===== src/rtl/arbitro_mem_if.sv =====
// Shared-memory arbiter bus: fetch port, MEM-stage data port and the single memory port.
// The slave modport is the arbiter's view; master is the pipeline/memory side.
interface arbitro_mem_if;
  logic        if_req;
  logic [31:0] if_addr;
  logic [31:0] if_rdata;
  logic        if_ack;

  logic        d_rd;
  logic        d_wr;
  logic [31:0] d_addr;
  logic [31:0] d_wdata;
  logic        d_wh;
  logic [31:0] d_rdata;
  logic        d_ack;

  logic        mem_en;
  logic        mem_we;
  logic [31:0] mem_addr;
  logic [31:0] mem_wdata;
  logic [3:0]  mem_be;
  logic [31:0] mem_rdata;
  logic        mem_ready;

  logic        stall;
  logic        err;

  modport slave (
    input  if_req, if_addr, d_rd, d_wr, d_addr, d_wdata, d_wh, mem_rdata, mem_ready,
    output if_rdata, if_ack, d_rdata, d_ack, mem_en, mem_we, mem_addr, mem_wdata,
           mem_be, stall, err
  );

  modport master (
    output if_req, if_addr, d_rd, d_wr, d_addr, d_wdata, d_wh, mem_rdata, mem_ready,
    input  if_rdata, if_ack, d_rdata, d_ack, mem_en, mem_we, mem_addr, mem_wdata,
           mem_be, stall, err
  );
endinterface


===== src/rtl/arbitro_mem.sv =====
// Arbiter sharing one memory port between instruction fetch and MEM-stage data accesses,
// with alternating priority on conflicts and a per-access timeout that forces completion.
module arbitro_mem #(
  parameter int unsigned TIMEOUT = 16
) (
  input  logic          reloj,
  input  logic          resetM,
  arbitro_mem_if.slave  bus
);

  localparam int unsigned CNT_W     = $clog2(TIMEOUT + 1);
  localparam logic [31:0] TIMEOUT_RD = 32'hDEAD_BEEF;

  typedef enum logic [1:0] {IDLE, IF_ACC, D_ACC, RESP} state_t;

  state_t             state_q, state_d;
  logic               last_fetch_q, last_fetch_d;
  logic [31:0]        addr_q, addr_d;
  logic [31:0]        wdata_q, wdata_d;
  logic [3:0]         be_q, be_d;
  logic               mem_en_q, mem_en_d;
  logic               mem_we_q, mem_we_d;
  logic [31:0]        if_rdata_q, if_rdata_d;
  logic [31:0]        d_rdata_q, d_rdata_d;
  logic               if_ack_q, if_ack_d;
  logic               d_ack_q, d_ack_d;
  logic [CNT_W-1:0]   wait_q, wait_d;
  logic               err_q, err_d;

  logic               fetch_pend;
  logic               data_pend;
  logic               timeout;
  logic               done;

  // State and latched port values
  always_ff @(posedge reloj or posedge resetM) begin
    if (resetM) begin
      state_q      <= IDLE;
      last_fetch_q <= 1'b0;
      addr_q       <= '0;
      wdata_q      <= '0;
      be_q         <= '0;
      mem_en_q     <= 1'b0;
      mem_we_q     <= 1'b0;
      if_rdata_q   <= '0;
      d_rdata_q    <= '0;
      if_ack_q     <= 1'b0;
      d_ack_q      <= 1'b0;
      wait_q       <= '0;
      err_q        <= 1'b0;
    end else begin
      state_q      <= state_d;
      last_fetch_q <= last_fetch_d;
      addr_q       <= addr_d;
      wdata_q      <= wdata_d;
      be_q         <= be_d;
      mem_en_q     <= mem_en_d;
      mem_we_q     <= mem_we_d;
      if_rdata_q   <= if_rdata_d;
      d_rdata_q    <= d_rdata_d;
      if_ack_q     <= if_ack_d;
      d_ack_q      <= d_ack_d;
      wait_q       <= wait_d;
      err_q        <= err_d;
    end
  end

  // Next-state, grant and completion logic
  always_comb begin
    state_d      = state_q;
    last_fetch_d = last_fetch_q;
    addr_d       = addr_q;
    wdata_d      = wdata_q;
    be_d         = be_q;
    mem_en_d     = mem_en_q;
    mem_we_d     = mem_we_q;
    if_rdata_d   = if_rdata_q;
    d_rdata_d    = d_rdata_q;
    if_ack_d     = 1'b0;
    d_ack_d      = 1'b0;
    wait_d       = wait_q;
    err_d        = err_q;

    fetch_pend = bus.if_req;
    data_pend  = bus.d_rd | bus.d_wr;
    timeout    = (wait_q == CNT_W'(TIMEOUT - 1)) && !bus.mem_ready;
    done       = bus.mem_ready || timeout;

    case (state_q)
      IDLE: begin
        // On a conflict the port that did not win last time gets the grant
        if (fetch_pend && (!data_pend || !last_fetch_q)) begin
          state_d  = IF_ACC;
          addr_d   = bus.if_addr;
          wdata_d  = '0;
          be_d     = 4'b1111;
          mem_we_d = 1'b0;
          mem_en_d = 1'b1;
          wait_d   = '0;
        end else if (data_pend) begin
          state_d  = D_ACC;
          addr_d   = bus.d_addr;
          wdata_d  = bus.d_wdata;
          be_d     = bus.d_wh ? (bus.d_addr[1] ? 4'b1100 : 4'b0011) : 4'b1111;
          mem_we_d = bus.d_wr;
          mem_en_d = 1'b1;
          wait_d   = '0;
        end
      end

      IF_ACC, D_ACC: begin
        if (done) begin
          state_d      = RESP;
          mem_en_d     = 1'b0;
          mem_we_d     = 1'b0;
          last_fetch_d = (state_q == IF_ACC);
          if (timeout) err_d = 1'b1;
          if (state_q == IF_ACC) begin
            if_ack_d   = 1'b1;
            if_rdata_d = timeout ? TIMEOUT_RD : bus.mem_rdata;
          end else begin
            d_ack_d = 1'b1;
            // Writes (including simultaneous rd+wr) leave the read data untouched
            if (!mem_we_q) d_rdata_d = timeout ? TIMEOUT_RD : bus.mem_rdata;
          end
        end else begin
          wait_d = wait_q + CNT_W'(1);
        end
      end

      RESP: begin
        state_d = IDLE;
      end

      default: begin
        state_d  = IDLE;
        mem_en_d = 1'b0;
        mem_we_d = 1'b0;
      end
    endcase
  end

  assign bus.mem_en    = mem_en_q;
  assign bus.mem_we    = mem_we_q;
  assign bus.mem_addr  = addr_q;
  assign bus.mem_wdata = wdata_q;
  assign bus.mem_be    = be_q;
  assign bus.if_rdata  = if_rdata_q;
  assign bus.d_rdata   = d_rdata_q;
  assign bus.if_ack    = if_ack_q;
  assign bus.d_ack     = d_ack_q;
  assign bus.err       = err_q;

  // Pipeline freeze while any request is still waiting for its ack
  assign bus.stall = (bus.if_req & ~if_ack_q) | ((bus.d_rd | bus.d_wr) & ~d_ack_q);

endmodule


===== src/flat_wrapper.sv =====
// flat-port wrapper written by rule: the top's interface ports become plain ports
module arbitro_mem_flat 
#(
  parameter int unsigned TIMEOUT = 16
)
  (reloj, resetM, bus_if_req, bus_if_addr, bus_d_rd, bus_d_wr, bus_d_addr, bus_d_wdata, bus_d_wh, bus_mem_rdata, bus_mem_ready, bus_if_rdata, bus_if_ack, bus_d_rdata, bus_d_ack, bus_mem_en, bus_mem_we, bus_mem_addr, bus_mem_wdata, bus_mem_be, bus_stall, bus_err);
  arbitro_mem_if bus_i ();
  input  logic reloj;
  input  logic resetM;
  input wire logic [$bits(bus_i.if_req)-1:0] bus_if_req;
  input wire logic [$bits(bus_i.if_addr)-1:0] bus_if_addr;
  input wire logic [$bits(bus_i.d_rd)-1:0] bus_d_rd;
  input wire logic [$bits(bus_i.d_wr)-1:0] bus_d_wr;
  input wire logic [$bits(bus_i.d_addr)-1:0] bus_d_addr;
  input wire logic [$bits(bus_i.d_wdata)-1:0] bus_d_wdata;
  input wire logic [$bits(bus_i.d_wh)-1:0] bus_d_wh;
  input wire logic [$bits(bus_i.mem_rdata)-1:0] bus_mem_rdata;
  input wire logic [$bits(bus_i.mem_ready)-1:0] bus_mem_ready;
  output wire logic [$bits(bus_i.if_rdata)-1:0] bus_if_rdata;
  output wire logic [$bits(bus_i.if_ack)-1:0] bus_if_ack;
  output wire logic [$bits(bus_i.d_rdata)-1:0] bus_d_rdata;
  output wire logic [$bits(bus_i.d_ack)-1:0] bus_d_ack;
  output wire logic [$bits(bus_i.mem_en)-1:0] bus_mem_en;
  output wire logic [$bits(bus_i.mem_we)-1:0] bus_mem_we;
  output wire logic [$bits(bus_i.mem_addr)-1:0] bus_mem_addr;
  output wire logic [$bits(bus_i.mem_wdata)-1:0] bus_mem_wdata;
  output wire logic [$bits(bus_i.mem_be)-1:0] bus_mem_be;
  output wire logic [$bits(bus_i.stall)-1:0] bus_stall;
  output wire logic [$bits(bus_i.err)-1:0] bus_err;
  assign bus_i.if_req = bus_if_req;
  assign bus_i.if_addr = bus_if_addr;
  assign bus_i.d_rd = bus_d_rd;
  assign bus_i.d_wr = bus_d_wr;
  assign bus_i.d_addr = bus_d_addr;
  assign bus_i.d_wdata = bus_d_wdata;
  assign bus_i.d_wh = bus_d_wh;
  assign bus_i.mem_rdata = bus_mem_rdata;
  assign bus_i.mem_ready = bus_mem_ready;
  assign bus_if_rdata = bus_i.if_rdata;
  assign bus_if_ack = bus_i.if_ack;
  assign bus_d_rdata = bus_i.d_rdata;
  assign bus_d_ack = bus_i.d_ack;
  assign bus_mem_en = bus_i.mem_en;
  assign bus_mem_we = bus_i.mem_we;
  assign bus_mem_addr = bus_i.mem_addr;
  assign bus_mem_wdata = bus_i.mem_wdata;
  assign bus_mem_be = bus_i.mem_be;
  assign bus_stall = bus_i.stall;
  assign bus_err = bus_i.err;
  arbitro_mem #(.TIMEOUT(TIMEOUT)) u_core (.reloj(reloj), .resetM(resetM), .bus(bus_i));
endmodule

===== config.mk =====
export PLATFORM = sky130hd
export DESIGN_NAME = arbitro_mem_flat
export DESIGN_NICKNAME = d
export VERILOG_FILES = /design/src/rtl/arbitro_mem_if.sv /design/src/rtl/arbitro_mem.sv /design/src/flat_wrapper.sv
export SDC_FILE = /design/constraint.sdc
export NUM_CORES = 1
export LEC_CHECK = 0
export BUFFER_PORTS_ARGS = -buffer_cell sky130_fd_sc_hd__buf_4
export CAP_MARGIN = 5
export CORE_MARGIN = 2
export CORE_UTILIZATION = 45
export DETAILED_ROUTE_END_ITERATION = 6
export PLACE_DENSITY = 0.87
export SYNTH_ARGS = -nofsm -noshare
export SYNTH_HDL_FRONTEND = slang
export SYNTH_SLANG_ARGS = --single-unit

===== constraint.sdc =====
create_clock -name reloj -period 6.4 [get_ports reloj]
set_input_delay 1.28 -clock reloj [delete_from_list [all_inputs] [get_ports reloj]]
set_output_delay 1.28 -clock reloj [all_outputs]
set_load 0.02 [all_outputs]

# Word level (Yosys, flattened, before mapping)
# Index checks and enable logic that the tools add are counted.
[totals]
reg_bits = 145
latch_bits = 0
ram_bits = 0
rom_bits = 0
inputBits = 135
output_inout_bits = 138
n_memories = 0
[op_classes]
addsub = 1
n_mul = 0
div = 0
order_cmp = 0
n_eq_ne = 7
shifts = 0
mux = 30
bitwise_logic = 8
n_reduce_logical = 19
[ops]
columns = ["op", "n"]
rows = [
  ["2-to-1 mux 32 bit", 5],
  ["2-to-1 mux 4 bit", 4],
  ["2-to-1 mux 5 bit", 3],
  ["AND reduction 3 bit", 4],
  ["2-to-1 mux 1 bit", 11],
  ["one-hot mux 5 bit (2 select lines)", 1],
  ["2-to-1 mux 2 bit", 3],
  ["one-hot mux 2 bit (3 select lines)", 1],
  ["AND reduction 2 bit", 3],
  ["adder 5 x 1 -> 5 bit (second input constant)", 1],
  ["== test 5 x 4 -> 1 bit (second input constant)", 1],
  ["== test 2 bit (second input constant)", 2],
  ["inverter 1 bit", 4],
  ["one-hot mux 1 bit (2 select lines)", 2],
  ["AND reduction 4 bit", 1],
  ["nonzero test 2 bit", 2],
  ["zero test 1 bit", 3],
  ["!= test 3 x 1 -> 1 bit (second input constant)", 1],
  ["bitwise AND 1 bit", 2],
  ["== test 2 x 1 -> 1 bit (second input constant)", 1],
  ["logical AND 1 bit", 2],
  ["zero test 2 bit", 1],
  ["logical OR 1 bit", 2],
  ["!= test 2 x 1 -> 1 bit (second input constant)", 1],
  ["other kinds (3)", 4],
]

# Logic depth before layout (Yosys ltp)
[logic_depth]
depth_word = 6
depth_mapped = 8
depth_no_buf = 6

# Least setup slack after synthesis
# OpenSTA, ideal clock, no wires.
[synth_timing]
path_type = "input-to-output"
from = "input port bus_if_req"
to = "output port bus_stall"
arrival_ns = 1.894
setup_slack_ns = 3.226
stages = 3
n_path_buf = 1
path_cell_list = "inv_1 > clkbuf_1 > o22ai_1"
[synth_between]
elab_chain_cells = 2
[synth_rtl]
columns = ["item", "line", "text"]
rows = [
  ["start: declaration", "flat_wrapper.sv:10", "input wire logic [$bits(bus_i.if_req)-1:0] bus_if_req;"],
  ["bitwise AND 1 bit", "arbitro_mem.sv:155", "assign bus.stall = (bus.if_req & ~if_ack_q) | ((bus.d_rd | bus.d_wr) & ~d_ack_q);"],
  ["OR 1 bit", "arbitro_mem.sv:155", ""],
  ["end: declaration", "flat_wrapper.sv:28", "output wire logic [$bits(bus_i.stall)-1:0] bus_stall;"],
]
# No other way between the ends.

# Final worst setup path
# Ends and elaborated chain as after synthesis.

==> key figures <==
Floorplanning
  – Die area: 14500 sq um
  – Core Region: 13200 sq um
  – Die X: 120 microns
  – Site Rows: 42
  – Die height: 120 microns
  – I/O Pins: 273
  – Starting Density: 46.0%

Synth
  – Complex-gate fraction of the synthesized area: 19.0%
  – Mapped Cells: 567
  – Synth Net Count: 709
  – Distinct cell type count after synthesis: 45
  – Ys Warns: 0
  – Post-Synth Simple-Gate Area: 8.09%
  – Mux cell area share after synthesis: 7.35%
  – Adder-cell share of the synthesized area: 1.44%
  – Largest family of logic cells by synthesized area: compound AO/OA/AOI/OAI gates
  – Post-synthesis xor/xnor area fraction: 0%
  – Cell Area, Synth: 6100 sq um
  – Avg Cell Area, Syn: 10.8 sq um
  – FF+latch count, synth: 143
  – Seq/Total Area, Yosys: 58.7%
  – Number of synthesized flops with an enable pin: 0
  – Asr flop ratio synth: 100%
  – Top_reg_cell synth: dfrtp_1

Cells and area
  – Layout cells sized above 1: 40.4%
  – Area Overhead vs Synth: 43.9%
  – Antenna diodes: 0
  – Final cell count without fillers: 1008
  – Final nets: 962

Critical path
  – Critical Path Source Type: input port
  – Biggest cell delay along the critical path: 0.38 ns
  – Most frequent cell on the critical path: buf_4
  – Worst setup path start: bus_if_req
  – Crit Path Class: input port to output port
  – Slowest CP cell: buf_4
  – Crit path DAT: 2.36 ns
  – Reg2reg start: u_core.wait_q[0]
  – Worst-path cell chain: buf_4, inv_1, buf_4, o22ai_1, buf_4
  – Worst-path maximum fanout: 39
  – Reg2reg end: u_core.bus.d_rdata[30]
  – Crit path capture type: output port
  – Worst Setup EP: bus_stall
  – Worst reg2reg path depth: 6
  – WP data required: 5.12 ns
  – Worst R2R Setup Slack: 3.72 ns

Clocking
  – Max Root-Sink Buffers: 2
  – TritonCTS buffer count: 17
  – Clock root buffer: clkbuf_16
  – Post-CTS resize count: 0
  – Setup Buffers After CTS: 0
  – Clock transition at path regs: 0.05 ns
  – Clock sinks: 143
  – Clk_lat worst skew: 0.41 ns
  – # H-tree levels: 4
  – CTS tree: yes
  – Hold buffers post-CTS: 0

STA
  – Fin crit share: 56.9%
  – Max Clk Rate: 274 MHz
  – Setup TNS: 0 ns
  – Setup violators final: 0
  – Headroom to the max-slew limit: 29.7%
  – Final Hold Vio Count: 0
  – Setup Skew: 0.00915 ns
  – Final Max Tran Viols: 0
  – Slew @ Worst Pin: 1.06 ns
  – RSZ-0062 raised after global routing: false
  – Final min period: 3.64 ns

Route
  – Vias post-DR: 5442
  – Final ANT Viol Nets: 0
  – Drt first-iter violations: 324
  – Routed len/inst: 17.9 microns
  – DRC violations left: 0
  – WL final: 18000 microns
  – Via-per-instance ratio: 5.40
  – First-pass DRT Iterations: 5

Power
  – Leakage: 4.50 nW
  – Peak supply drop: 252 uV
  – PD cells: 556 nW/um^2

Flow run
  – MaxCap Viol Count: 0

Global route
  – First-pass GRT wire length: 28400 microns
  – GRT Total Usage: 25.1%
  – Vias in the first global route: 5491
  – GR Overflow Total: 0
  – Largest net degree at the start of global routing: 79
  – Antenna violations before repair: 0

Run status
  – Outcome: complete, no violations

Placement
  – Post-Place Cells: 977
  – Gpl congestion: 0.835
  – # port buffers: 272
  – DP HPWL: 12800 microns

Min path
  – Hold Path Class: flop to flop
==> metal layers <==
| layer | vias up | GRT usage (%) | part of all wire, % | wire length (microns) |
|---|---|---|---|---|
| li1 | 2492 | - | - | - |
| met4 | 0 | 10.9 | 2.7 | 488 |
| met1 | 2637 | 30.2 | 39 | 6970 |
| met2 | 279 | 41.8 | 50 | 9070 |
| met5 | - | 0 | 0 | 0 |
| met3 | 34 | 7.64 | 8.4 | 1510 |
==> cell type report <==
type,instances,area (sq um)
Tap cell,176,220
Clock buffer,21,470
Timing Repair Buffer,280,2100
Multi-Input combinational cell,346,2210
Inverter,32,125
Sequential cell,143,3580
Clock inverter,10,63.8
Fill cell,1080,4470
==> how the worst min path moves through the flow <==
stage / startpoint / to / slack [ns] / cells after the start
3_3_place_gp: u_core.bus.err / u_core.bus.err / 0.44 / 1
3_5_place_dp: u_core.bus.err / u_core.bus.err / 0.45 / 1
2_1_floorplan: u_core.last_fetch_q / u_core.last_fetch_q / 0.47 / 1
5_1_grt: u_core.bus.err / u_core.bus.err / 0.47 / 1
6_report: u_core.bus.err / u_core.bus.err / 0.45 / 1
4_1_cts: u_core.bus.err / u_core.bus.err / 0.46 / 1
==> metrics by stage <==
stage	total power [mW]	util (%)	hold WS [ns]	worst slack (ns)	cell area [sq um]
after floorplan	2.98	-	0.469	1.28	6100
after global placement	3.91	62.2	0.443	2.77	8240
after detailed placement	4.00	62.2	0.446	2.79	8240
after CTS	4.90	66.3	0.458	2.79	8770
after global routing	5.14	66.3	0.470	2.66	8770
final	4.87	66.3	0.452	2.76	8770
==> state kept, by name, indices dropped and copies added, names as in the netlist <==
register	count
u_core.bus.mem_be	2
u_core.last_fetch_q	1
u_core.bus.err	1
u_core.bus.mem_en	1
u_core.bus.if_ack	1
u_core.state_q	2
u_core.bus.mem_addr	32
u_core.wait_q	5
u_core.bus.d_ack	1
u_core.bus.d_rdata	32
u_core.bus.mem_wdata	32
u_core.bus.mem_we	1
u_core.bus.if_rdata	32
==> cell usage after synthesis, drive strengths merged (3+ instances only) <==
master | n | area share (%)
a22o | 33 | 4.7
o21ai | 65 | 5.4
o22ai | 4 | 0.41
buf | 24 | 2.1
mux2i | 26 | 4.3
mux2 | 15 | 3.1
or3 | 3 | 0.31
nor2 | 55 | 3.4
a31oi | 33 | 3.4
inv | 32 | 2.0
ha | 7 | 1.4
clkbuf | 22 | 1.4
a21oi | 34 | 2.8
dfrtp | 143 | 59
nand2 | 37 | 2.3
nand2b | 7 | 0.72
==> critical path: cells and delay by family <==
family,cells,cell delay (ns)
buffers and inverters,4,0.86
AOI/OAI and AO/OA,1,0.21
==> logic make-up after synthesis <==
family | Yosys count
compound gates | 184
flops | 143
simple gates | 114
buf+inv | 78
mux | 41
fa+ha+maj | 7
==> power by group <==
part	internal, mW	switching (mW)	total [mW]
sequential	1.35	0.269	1.62
combinational	1.02	1.35	2.37
clock	0.521	0.363	0.883
==> cell usage in the layout, fill, tap and decap left out, types with 2 or more instances in the layout <==
cell and count:
or3_1 2, and3_1 2, o22ai_1 4, a31oi_1 33, clkbuf_8 3, ha_1 7
mux2_2 10, mux2_4 5, nand3_1 2, a22o_1 33, inv_6 2, o221ai_1 2
clkbuf_16 17, a21oi_1 33, buf_4 280, nor2_1 55, clkinv_2 5, inv_1 31
nand2_1 37, nand2b_1 7, o21ai_0 62, o21ai_2 2, mux2i_1 26, dfrtp_1 143
a21o_1 2, clkinvlp_4 4
(Power assumes the default switching activity.)
